[src/rtl/keypad_code_lock.sv]
// Four-digit keypad code lock: synchronises the scanner strobe, collects BCD digits,
// checks them against a stored code and drives unlock/alarm with failure lockout.
module keypad_code_lock #(
   parameter logic [15:0] CODE_INIT    = 16'h1234,
   parameter logic [23:0] TIMEOUT      = 24'd4_000_000,
   parameter logic [23:0] UNLOCK_TIME  = 24'd8_000_000,
   parameter logic [23:0] LOCKOUT_TIME = 24'd16_000_000,
   parameter logic [1:0]  MAX_FAIL     = 2'd3
) (
   input  logic        fin,
   input  logic        rst,
   input  logic [3:0]  keycode,
   input  logic        key_pulse,
   output logic        unlock,
   output logic        alarm,
   output logic        fail_pulse,
   output logic        saved_pulse,
   output logic [15:0] entry,
   output logic [2:0]  digit_cnt
);

   typedef enum logic [2:0] {
      S_IDLE,
      S_ENTRY,
      S_CHECK,
      S_OPEN,
      S_LOCKOUT
   } state_t;

   state_t      r_state;
   logic [2:0]  r_sync;
   logic [23:0] r_timer;
   logic [15:0] r_entry;
   logic [2:0]  r_digit_cnt;
   logic [15:0] r_code;
   logic [1:0]  r_fail_cnt;
   logic        r_unlock;
   logic        r_alarm;
   logic        r_fail_pulse;
   logic        r_saved_pulse;

   logic        w_key_evt;
   logic        w_is_digit;
   logic        w_is_clear;
   logic        w_is_enter;
   logic        w_expired;
   logic        w_full;
   logic        w_pass;
   logic [1:0]  w_fail_next;
   logic [15:0] w_shift;

   // r_sync[1:0] is the 2-FF synchroniser, r_sync[2] the delayed copy for edge detect
   always_ff @(posedge fin or posedge rst) begin
      if (rst) begin
         r_sync <= '0;
      end else begin
         r_sync <= {r_sync[1:0], key_pulse};
      end
   end

   assign w_key_evt   = r_sync[1] & ~r_sync[2];
   assign w_is_digit  = (keycode <= 4'd9);
   assign w_is_clear  = (keycode == 4'd10);
   assign w_is_enter  = (keycode == 4'd11);
   assign w_expired   = (r_timer == '0);
   assign w_full      = (r_digit_cnt == 3'd4);
   assign w_pass      = w_full && (r_entry == r_code);
   assign w_fail_next = r_fail_cnt + 2'd1;
   assign w_shift     = {r_entry[11:0], keycode};

   always_ff @(posedge fin or posedge rst) begin
      if (rst) begin
         r_state       <= S_IDLE;
         r_timer       <= '0;
         r_entry       <= '0;
         r_digit_cnt   <= '0;
         r_code        <= CODE_INIT;
         r_fail_cnt    <= '0;
         r_unlock      <= 1'b0;
         r_alarm       <= 1'b0;
         r_fail_pulse  <= 1'b0;
         r_saved_pulse <= 1'b0;
      end else begin
         r_fail_pulse  <= 1'b0;
         r_saved_pulse <= 1'b0;
         if (!w_expired) begin
            r_timer <= r_timer - 24'd1;
         end

         case (r_state)
            S_IDLE: begin
               if (w_key_evt && w_is_digit) begin
                  r_state     <= S_ENTRY;
                  r_entry     <= {12'h000, keycode};
                  r_digit_cnt <= 3'd1;
                  r_timer     <= TIMEOUT;
               end
            end

            S_ENTRY: begin
               if (w_expired) begin
                  r_state     <= S_IDLE;
                  r_entry     <= '0;
                  r_digit_cnt <= '0;
               end else if (w_key_evt) begin
                  if (w_is_digit) begin
                     r_timer <= TIMEOUT;
                     if (!w_full) begin
                        r_entry     <= w_shift;
                        r_digit_cnt <= r_digit_cnt + 3'd1;
                     end
                  end else if (w_is_clear) begin
                     r_state     <= S_IDLE;
                     r_entry     <= '0;
                     r_digit_cnt <= '0;
                  end else if (w_is_enter) begin
                     r_state <= S_CHECK;
                  end
               end
            end

            S_CHECK: begin
               r_entry     <= '0;
               r_digit_cnt <= '0;
               if (w_pass) begin
                  r_state    <= S_OPEN;
                  r_fail_cnt <= '0;
                  r_unlock   <= 1'b1;
                  r_timer    <= UNLOCK_TIME;
               end else begin
                  r_fail_cnt   <= w_fail_next;
                  r_fail_pulse <= 1'b1;
                  if (w_fail_next == MAX_FAIL) begin
                     r_state <= S_LOCKOUT;
                     r_alarm <= 1'b1;
                     r_timer <= LOCKOUT_TIME;
                  end else begin
                     r_state <= S_IDLE;
                  end
               end
            end

            S_OPEN: begin
               if (w_expired) begin
                  r_state     <= S_IDLE;
                  r_unlock    <= 1'b0;
                  r_entry     <= '0;
                  r_digit_cnt <= '0;
               end else if (w_key_evt) begin
                  if (w_is_digit) begin
                     // digits re-arm the unlock window so a new code can be keyed in
                     r_timer <= UNLOCK_TIME;
                     if (!w_full) begin
                        r_entry     <= w_shift;
                        r_digit_cnt <= r_digit_cnt + 3'd1;
                     end
                  end else if (w_is_enter) begin
                     r_entry     <= '0;
                     r_digit_cnt <= '0;
                     if (w_full) begin
                        r_code        <= r_entry;
                        r_saved_pulse <= 1'b1;
                        r_state       <= S_IDLE;
                        r_unlock      <= 1'b0;
                     end
                  end else if (w_is_clear) begin
                     r_state     <= S_IDLE;
                     r_unlock    <= 1'b0;
                     r_entry     <= '0;
                     r_digit_cnt <= '0;
                  end
               end
            end

            S_LOCKOUT: begin
               if (w_expired) begin
                  r_state    <= S_IDLE;
                  r_fail_cnt <= '0;
                  r_alarm    <= 1'b0;
               end
            end

            default: begin
               r_state     <= S_IDLE;
               r_unlock    <= 1'b0;
               r_alarm     <= 1'b0;
               r_entry     <= '0;
               r_digit_cnt <= '0;
            end
         endcase
      end
   end

   assign unlock      = r_unlock;
   assign alarm       = r_alarm;
   assign fail_pulse  = r_fail_pulse;
   assign saved_pulse = r_saved_pulse;
   assign entry       = r_entry;
   assign digit_cnt   = r_digit_cnt;

endmodule

[config.mk]
export PLATFORM = sky130hd
export DESIGN_NAME = keypad_code_lock
export DESIGN_NICKNAME = d
export VERILOG_FILES = /design/src/rtl/keypad_code_lock.sv
export SDC_FILE = /design/constraint.sdc
export NUM_CORES = 1
export LEC_CHECK = 0
export CAP_MARGIN = 20
export CORE_MARGIN = 2
export CORE_UTILIZATION = 60
export CTS_CLUSTER_DIAMETER = 50
export DETAILED_ROUTE_END_ITERATION = 16
export DONT_BUFFER_PORTS = 1
export PLACE_DENSITY = 0.82
export SYNTH_ARGS = -nofsm -noshare
export SYNTH_HDL_FRONTEND = slang
export SYNTH_SLANG_ARGS = --single-unit
[constraint.sdc]
create_clock -name fin -period 3.5 [get_ports fin]
set_clock_uncertainty 0.1 [all_clocks]
set_input_delay 0.7 -clock fin [delete_from_list [all_inputs] [get_ports fin]]
set_output_delay 0.7 -clock fin [all_outputs]
set_load 0.02 [all_outputs]
==> flow_metrics.tcl, run 1 <==
set metrics [dict create \
    place_inst 449 \
    ff2ff_setup_slack_ns 0.53 \
    cts_setup_buffers 0 \
    drv_cap 0 \
    insertion_delay_ns 0.35 \
    period_minus_slack_ns 2.97 \
    rsz0062_at_grt "false" \
    critPathSlowestCell "nor2_1" \
    critPathBufInv 1 \
    synth_compound_area_frac 0.168 \
    antenna_found_initial 0 \
    syn_area_mm2 0.00380 \
    drt_iter0_drc 268 \
    grt_pass1_vias 2939 \
    synthMuxAreaShare 0.0501 \
    antenna_left 0 \
    rows 28 \
    num_vias 3035 \
    synth_seq_cells 71 \
    hold_violations 0 \
    worst_pin_slew_ns 1.06 \
    via_per_inst 6.51 \
    htree_levels 3 \
    start_util 0.630 \
    yosys.area_share.simple 0.196 \
    io_buffers 0 \
    coreArea_mm2 0.00603 \
    grt_max_degree 52 \
    synthFlopType "dfrtp_1" \
    grt_use_total 0.260 \
    cts_inserted_buffers 9 \
    p_leak_nw 1.73 \
    ys_warn_count 0 \
    cts_buffer_depth 2 \
    gp_congestion 0.937 \
    drc 0 \
    status "finished, final reports clean" \
    timing.slew.headroom 0.288 \
    worstHoldPathType "in -> async" \
    syn_inst 381 \
    cts_tree "done" \
    die_w_um 83.6 \
    grt_overflow_total 0 \
    synthArstFlopShare 1.00 \
    powerDensity_mw_per_mm2 774 \
    place_area_mm2 0.00387 \
    final_area_mm2 0.00409 \
    synthAdderAreaFrac 0.0132 \
    synth.avg_cell_area_um2 9.97 \
    fin_crit_sh 0.849 \
    crit_fanout 13 \
    critical_path_class "reg -> reg" \
    crit_required_ns 3.69 \
    syn_nets 392 \
    synth-xor-area-share 0.0692 \
    cp-start-kind "flop" \
    diodes 0 \
    io_pins 30 \
    ys_seq_area_frac 0.469 \
    ys_types 57 \
    die_y_um 83.6 \
    setup_tns_ns 0 \
    cts.repair.resized 0 \
    peakVddDrop_v 0.000440 \
    synth_edf_count 0 \
    finalWirelength_mm 8.72 \
    postCtsHoldBufs 0 \
    slowest_delay_ns 0.79 \
    layout_commonest_cell "dfrtp_1" \
    final_cell_mix "dfrtp_1 (66), nor2_1 (34), nand2_1 (26)" \
    drtPass1Iterations 5 \
    end_kind "flop" \
    cts-root-buf "clkbuf_8" \
    nNetsFinal 397 \
    crit_family "simple AND/OR/NAND/NOR gates" \
    cp.arrival_ns 3.16 \
    grt_pass1_wl_mm 14.5 \
    wl_per_cell_um 18.7 \
    place_hpwl_mm 5.90 \
    clock.fmax_mhz 336 \
    area_growth_pct 7.71 \
    cts.sinks 71 \
    path_clk_slew_ns 0.08 \
    fin_cells 466 \
    final-setup-viol-count 0 \
    die_area_mm2 0.00698 \
    final_core_util 0.679 \
    path_cells "inv_1, ha_1, or3b_2, nand3b_1, nand2b_1, nand3_1, nor2_1, a22o_1" \
    fillers 477 \
    synth_top_family_by_area "simple AND/OR/NAND/NOR gates" \
    layout-drive-gt1-share 0.156 \
    slew_violations 0 \
]
[synthesized netlist by cell type, types with 8 or more instances]
library cell   n  area share
or3_1         13       0.021
nor4_1         9       0.015
nor2_1        34       0.034
a22o_1        14       0.032
mux2_2        16       0.047
a21oi_1       18       0.024
nand2_1       26       0.026
nor3_1        14       0.018
o21ai_0       22       0.029
inv_1         11       0.011
clkbuf_1       8      0.0079
xnor2_1       24       0.055
nand3_1       10       0.013
dfrtp_1       66        0.43
[power breakdown]
part | switching (mW) | internal, mW
registers | 0.418 | 1.04
clock network | 0.322 | 0.351
logic | 0.570 | 0.462
[stage by stage]
step	hold WS [ns]	power, mW	setup slack [ns]
6_report	0.117	3.17	0.527
5_1_grt	0.135	3.37	0.365
4_1_cts	0.261	3.16	0.599
3_5_place_dp	0.245	2.47	0.673
3_3_place_gp	0.240	2.41	0.704
2_1_floorplan	0.231	2.21	0.818
[sequential cells by signal, summed over array words and instances (netlist names)]
register     flops
r_timer         24
entry           16
r_code          16
digit_cnt        3
r_state          3
r_sync           3
r_fail_cnt       2
alarm            1
fail_pulse       1
saved_pulse      1
unlock           1
[worst paths after layout]
path | cells after the start | from | to
min reg2reg | 0 | r_sync[0] | r_sync[1]
min | 1 | rst | r_code[0]
max reg2reg | 8 | r_timer[0] | entry[9]
min in group fin | 0 | r_sync[0] | r_sync[1]
max in group asynchronous | 3 | rst | r_timer[3]
max | 8 | r_timer[0] | entry[9]
[cell type report]
class                   count  area, um2  share of cell area
multi-input cells         284       1890               0.461
clock buffers              10        138              0.0336
inverters                  11       41.3              0.0101
clock inverters             6       67.6              0.0165
repair buffers              9       80.1              0.0196
well taps                  75       93.8              0.0229
flip-flops and latches     71       1780               0.436
[cell families after synthesis]
| group | after synthesis |
|---|---|
| simple gates | 141 |
| mux | 17 |
| flops | 71 |
| xor+xnor | 30 |
| fa+ha+maj | 4 |
| compound gates | 92 |
| buf+inv | 26 |
[routing by layer]
| metal | wire length (um) | track usage | share of wire | vias to the layer above |
|---|---|---|---|---|
| met3 | 663 | 0.0544 | 0.076 | 26 |
| met1 | 3790 | 0.361 | 0.43 | 1465 |
| met4 | 203 | 0.101 | 0.023 | 0 |
| met5 | 0 | 0 | 0 | - |
| met2 | 4060 | 0.401 | 0.47 | 137 |
| li1 | - | - | - | 1407 |
[worst reg2reg max path: stages (launching register included)]
cell      delay, ns
dfrtp_1        0.37
inv_1          0.07
ha_1           0.23
or3b_2         0.22
nand3b_1       0.28
nand2b_1       0.33
nand3_1        0.26
nor2_1         0.79
a22o_1         0.27
Note: power is estimated with default switching activity, not from simulation.
==> run 2: changes to the inputs <==
==> constraint.sdc (replaced) <==
create_clock -name fin -period 2.9 [get_ports fin]
set_clock_uncertainty 0.1 [all_clocks]
set_input_delay 0.58 -clock fin [delete_from_list [all_inputs] [get_ports fin]]
set_output_delay 0.58 -clock fin [all_outputs]
set_load 0.02 [all_outputs]
==> run 2 against run 1 <==
Critical endpoint is now r_timer[13]; critical path type unchanged; combinational power increased by 24%; total power increased by 20%; clock power increased by 17%.
==> flow_metrics.tcl, run 2 (same netlist as run 1, synthesis figures left out) <==
set metrics [dict create \
    status "finished, final reports clean" \
    grt_use_total 0.257 \
    drv_cap 0 \
    grt_overflow_total 0 \
    path_cells "inv_1, ha_1, or3b_2, nand3b_1, buf_4, o211ai_2, buf_4, nor3_1, xnor2_1, o21ai_0" \
    die_y_um 83.6 \
    wl_per_cell_um 17.8 \
    drtPass1Iterations 5 \
    place_area_mm2 0.00394 \
    seq_power_share 0.457 \
    final_area_mm2 0.00413 \
    cp_common_cell "buf_4" \
    final_cell_mix "dfrtp_1 (66), nor2_1 (34), nand2_1 (26)" \
    gp_congestion 0.895 \
    htree_levels 3 \
    startpoint "r_timer[0]" \
    cts.sinks 71 \
    powerDensity_mw_per_mm2 923 \
    p_comb_frac 0.336 \
    final-setup-viol-count 0 \
    worst_r2r_endpoint "r_timer[13]" \
    worstHoldPathType "in -> async" \
    grt_max_degree 72 \
    coreArea_mm2 0.00603 \
    worst_pin_slew_ns 0.497 \
    diodes 0 \
    cts_inserted_buffers 9 \
    peakVddDrop_v 0.000523 \
    power_mw 3.81 \
    p_int_mw 2.26 \
    rr_startpoint "r_timer[0]" \
    fin_crit_sh 0.939 \
    regMostFlops "r_timer" \
    start_util 0.630 \
    cts_setup_buffers 0 \
    p_sw_mw 1.56 \
    setup_tns_ns 0 \
    largest_register_ffs 24 \
    antenna_found_initial 0 \
    grt_pass1_vias 2876 \
    cp.arrival_ns 2.85 \
    ff2ff_path_depth 10 \
    drc 0 \
    insertion_delay_ns 0.35 \
    io_buffers 0 \
    via_per_inst 6.42 \
    die_w_um 83.6 \
    p_leak_nw 1.77 \
    cts-root-buf "clkbuf_8" \
    num_vias 3025 \
    grt_pass1_wl_mm 14.3 \
    die_area_mm2 0.00698 \
    cp-start-kind "flop" \
    timing.slew.headroom 0.669 \
    area_growth_pct 8.83 \
    crit_required_ns 3.02 \
    rows 28 \
    place_hpwl_mm 5.72 \
    layout_commonest_cell "dfrtp_1" \
    rsz0062_at_grt "false" \
    p_sw_frac 0.408 \
    slowest_delay_ns 0.47 \
    end_kind "flop" \
    fin_hold_ws_ns 0.0890 \
    layout-drive-gt1-share 0.167 \
    cts_tree "done" \
    power_frac_clock 0.207 \
    crit_fanout 10 \
    nNetsFinal 402 \
    finalWirelength_mm 8.41 \
    io_pins 30 \
    antenna_left 0 \
    preCtsSetupSlack_ns 0.247 \
    ff2ff_setup_slack_ns 0.18 \
    timing.final.ws_setup_ns 0.176 \
    cts_buffer_depth 2 \
    drt_iter0_drc 259 \
    period_minus_slack_ns 2.72 \
    path_clk_slew_ns 0.08 \
    hold_violations 0 \
    endpoint "r_timer[13]" \
    postCtsHoldBufs 0 \
    clock.fmax_mhz 367 \
    critPathSlowestCell "or3b_2" \
    critical_path_class "reg -> reg" \
    slew_violations 0 \
    cts.repair.resized 0 \
]
[run 2: cell types whose count changed in the layout (fill, tap and decap cells not counted), sizes merged]
cell	previous run	this run
buf	9	14
clkinv	2	3
inv	12	11
[run 2: routing by layer]
metal,vias to the layer above,routed length (um),part of all wire,global-route usage
met5,-,0,0,0
met4,0,161,0.019,0.0997
met3,15,624,0.074,0.0673
met2,121,3820,0.45,0.375
met1,1478,3800,0.45,0.368
li1,1411,-,-,-
[run 2: final cells by class]
| class | count | area [um2] |
|---|---|---|
| Inverter | 11 | 41.3 |
| Sequential cell | 71 | 1780 |
| Clock buffer | 10 | 138 |
| Multi-Input combinational cell | 284 | 1890 |
| Tap cell | 75 | 93.8 |
| Clock inverter | 6 | 60.1 |
| Timing Repair Buffer | 14 | 130 |
| Fill cell | 458 | 1890 |
[run 2: worst min path at each step]
stage / start / end / depth (start not counted)
2_1_floorplan: r_sync[0] / r_sync[1] / 0
3_3_place_gp: r_sync[0] / r_sync[1] / 0
3_5_place_dp: r_sync[0] / r_sync[1] / 0
4_1_cts: rst / saved_pulse / 2
5_1_grt: rst / entry[12] / 2
6_report: rst / entry[12] / 2
[run 2: per-stage QoR]
| step | instances | util |
|---|---|---|
| 4_1_cts | 471 | 0.686 |
| 6_report | 471 | 0.686 |
| 3_3_place_gp | 455 | 0.653 |
| 2_1_floorplan | 381 | - |
| 5_1_grt | 471 | 0.686 |
| 3_5_place_dp | 455 | 0.653 |
[run 2: power by group through the flow]
stage / sequential [mW] / combinational, mW / clock (mW)
2_1_floorplan: 1.63 / 1.04 / 0
6_report: 1.74 / 1.28 / 0.789
4_1_cts: 1.74 / 1.27 / 0.797
3_5_place_dp: 1.75 / 1.26 / 0
5_1_grt: 1.80 / 1.42 / 0.847
3_3_place_gp: 1.74 / 1.22 / 0
[run 2: worst max-delay path, delay by kind of cell, from the launching register on]
family | cells | cell delay, ns
buf+inv | 3 | 0.54
compound gates | 2 | 0.41
fa+ha+maj | 1 | 0.18
xor+xnor | 1 | 0.16
simple gates | 3 | 0.82
flops | 1 | 0.39
==> run 3: changes to the inputs <==
--- a/config.mk
+++ b/config.mk
@@ -5,7 +5,6 @@
 export SDC_FILE = /design/constraint.sdc
 export NUM_CORES = 1
 export LEC_CHECK = 0
-export CAP_MARGIN = 20
 export CORE_MARGIN = 2
 export CORE_UTILIZATION = 60
 export CTS_CLUSTER_DIAMETER = 50
==> results of run 3 <==
No change in the layout: final DEF, timing and power equal those of run 2.
==> variant: new RTL, flow settings as in run 1 <==
Register the inputs `keycode` and `key_pulse` before use, without a reset. The logic sees them one clock later.
--- a/src/rtl/keypad_code_lock.sv
+++ b/src/rtl/keypad_code_lock.sv
@@ -27,6 +27,14 @@
       S_LOCKOUT
    } state_t;
 
+   logic [3:0] keycode_q;
+   logic key_pulse_q;
+
+   always_ff @(posedge fin) begin
+      keycode_q   <= keycode;
+      key_pulse_q <= key_pulse;
+   end
+
    state_t      r_state;
    logic [2:0]  r_sync;
    logic [23:0] r_timer;
@@ -54,19 +62,19 @@
       if (rst) begin
          r_sync <= '0;
       end else begin
-         r_sync <= {r_sync[1:0], key_pulse};
+         r_sync <= {r_sync[1:0], key_pulse_q};
       end
    end
 
    assign w_key_evt   = r_sync[1] & ~r_sync[2];
-   assign w_is_digit  = (keycode <= 4'd9);
-   assign w_is_clear  = (keycode == 4'd10);
-   assign w_is_enter  = (keycode == 4'd11);
+   assign w_is_digit  = (keycode_q <= 4'd9);
+   assign w_is_clear  = (keycode_q == 4'd10);
+   assign w_is_enter  = (keycode_q == 4'd11);
    assign w_expired   = (r_timer == '0);
    assign w_full      = (r_digit_cnt == 3'd4);
    assign w_pass      = w_full && (r_entry == r_code);
    assign w_fail_next = r_fail_cnt + 2'd1;
-   assign w_shift     = {r_entry[11:0], keycode};
+   assign w_shift     = {r_entry[11:0], keycode_q};
 
    always_ff @(posedge fin or posedge rst) begin
       if (rst) begin
@@ -91,7 +99,7 @@
             S_IDLE: begin
                if (w_key_evt && w_is_digit) begin
                   r_state     <= S_ENTRY;
-                  r_entry     <= {12'h000, keycode};
+                  r_entry     <= {12'h000, keycode_q};
                   r_digit_cnt <= 3'd1;
                   r_timer     <= TIMEOUT;
                end
Check against the original RTL: not equivalent (Yosys sat finds a counterexample within 4 cycles, from zero or initial values and one cycle with rst high).
==> variant against run 1 <==
  * Final area shrank 2.3%
  * Sequential cell count up 5
  * Area after synthesis is 3.0% lower
  * Critical endpoint is now r_timer[20]
  * Setup slack worse by 0.049 ns
  * Final cell count fell by 9.2%
  * Highest routed layer unchanged
  * Clock power up 9.7%
  * Worst hold slack got worse by 0.096 ns
  * Routed wire length fell by 15%
  * Power fell by 6.3%
==> variant: results (changes against run 1) <==
[grt]
grt_max_degree = 52  ; unchanged
grt_pass1_wl_mm = 12.4  ; -14%
grt_pass1_vias = 2512  ; -15%
grt_use_total = 0.247  ; -0.0123
antenna_found_initial = 0  ; unchanged

[min_path]
hold_path_class = primary input to asynchronous set/reset pin

[power]
p_leak_nw = 1.71  ; -1.4%
vdd_drop_max_uv = 579  ; +32%

[place]
place_hpwl_mm = 5.08  ; -14%
dp_slack_ns = 0.541  ; -0.133 ns
numPortBuffers = 0  ; unchanged
gp_congestion = 0.961  ; +2.6%

[layout]
nets = 354  ; -11%
top_register = r_timer
diodes = 0  ; unchanged
largest_reg_flops = 24  ; unchanged
fillCellCount = 421  ; -12%
drive_gt1_frac = 0.170  ; +0.0135

[critical_path]
reg2regPathDepth = 6  ; -2
critPathArrivalTime_ns = 3.15  ; about the same
rrSetupSlack_ns = 0.48  ; -0.05 ns
worstPathMaxFanout = 12  ; -1
crit_end = r_timer[20]
cp-startpoint = r_timer[3]

[synth]
synth_commonest_cells = dfrtp_1 (66), xnor2_1 (31), nor2_1 (28)
synthDistinctLibCells = 53  ; -7.0%
ys.warnings.count = 0  ; unchanged
synth_seq_area_share = 0.511  ; +0.0418
ys_top_cells_by_area = dfrtp_1 (45%), xnor2_1 (7.4%), mux2_2 (4.9%)
synthArstFlopShare = 0.934  ; -0.0658

[clock_network]
cts-root-buf = clkbuf_8
clock_latency_ns = 0.36
ctsHoldBuffers = 0  ; unchanged
cts_resized = 0  ; unchanged
postCtsSetupBuffers = 0  ; unchanged
cts_htree_levels = 3  ; unchanged
clk_pin_slew_ns = 0.07
clock_path_buffers = 2  ; unchanged
cts_buffers = 9  ; unchanged

[route]
drtIter0Drc = 204  ; -24%
drt.antenna.violating_nets = 0  ; unchanged
viasPerCell = 6.23  ; -4.4%
drt-total-wl_mm = 7.43  ; -15%
firstDrtPassIters = 7  ; +2

[run_status]
status = complete, no violations

[sta]
worst_pin_slew_ns = 0.554  ; -0.507 ns
period_share = 0.863  ; +0.0141

variant: report_power, final:
group | internal (mW) | total (mW) | switching [mW]
combinational | 0.391 | 0.865 | 0.474
sequential | 1.05 | 1.37 | 0.313
clock | 0.422 | 0.737 | 0.315
variant: cell type report:
cell class	instances	area share
Multi-Input combinational cell	237	0.422
Clock buffer	12	0.0363
Clock inverter	4	0.0185
Tap cell	75	0.0235
Inverter	11	0.0103
Sequential cell	76	0.471
Timing Repair Buffer	8	0.0182
variant: per-stage QoR:
step           total power, mW  area [um^2]  hold WS, ns  std cells  utilization
6_report                  2.97         4000       0.0208        423        0.675
5_1_grt                   3.15         4000       0.0181        423        0.675
4_1_cts                   2.97         3980        0.237        422        0.672
3_5_place_dp              2.23         3760        0.227        406        0.635
3_3_place_gp              2.20         3760        0.224        406        0.635
2_1_floorplan             2.02         3680        0.216        336            -
variant: logic make-up (layout without fill, tap and decap cells):
group | count (synthesis) | after routing | synth area share
buffers and inverters | 23 | 35 | 0.0326
DFF | 76 | 76 | 0.511
adders and majority gates | 4 | 4 | 0.0136
AOI/OAI and AO/OA | 70 | 70 | 0.140
xor gates and xnor gates | 35 | 35 | 0.0832
and+or+nand+nor | 110 | 110 | 0.165
muxes | 18 | 18 | 0.0543
variant: routing by layer:
layer | up-vias | GRT usage | wire length, um
met1 | 1289 | 0.345 | 3360
met3 | 19 | 0.0543 | 445
li1 | 1222 | - | -
met4 | 0 | 0.113 | 174
met5 | - | 0 | 0
met2 | 105 | 0.371 | 3450
variant: critical path: stages (launching register included):
cell	delay, ns
dfrtp_1	0.43
or4_4	0.57
or4_4	0.60
o31ai_1	0.36
a21oi_1	0.14
o31a_1	0.28
or3_1	0.42
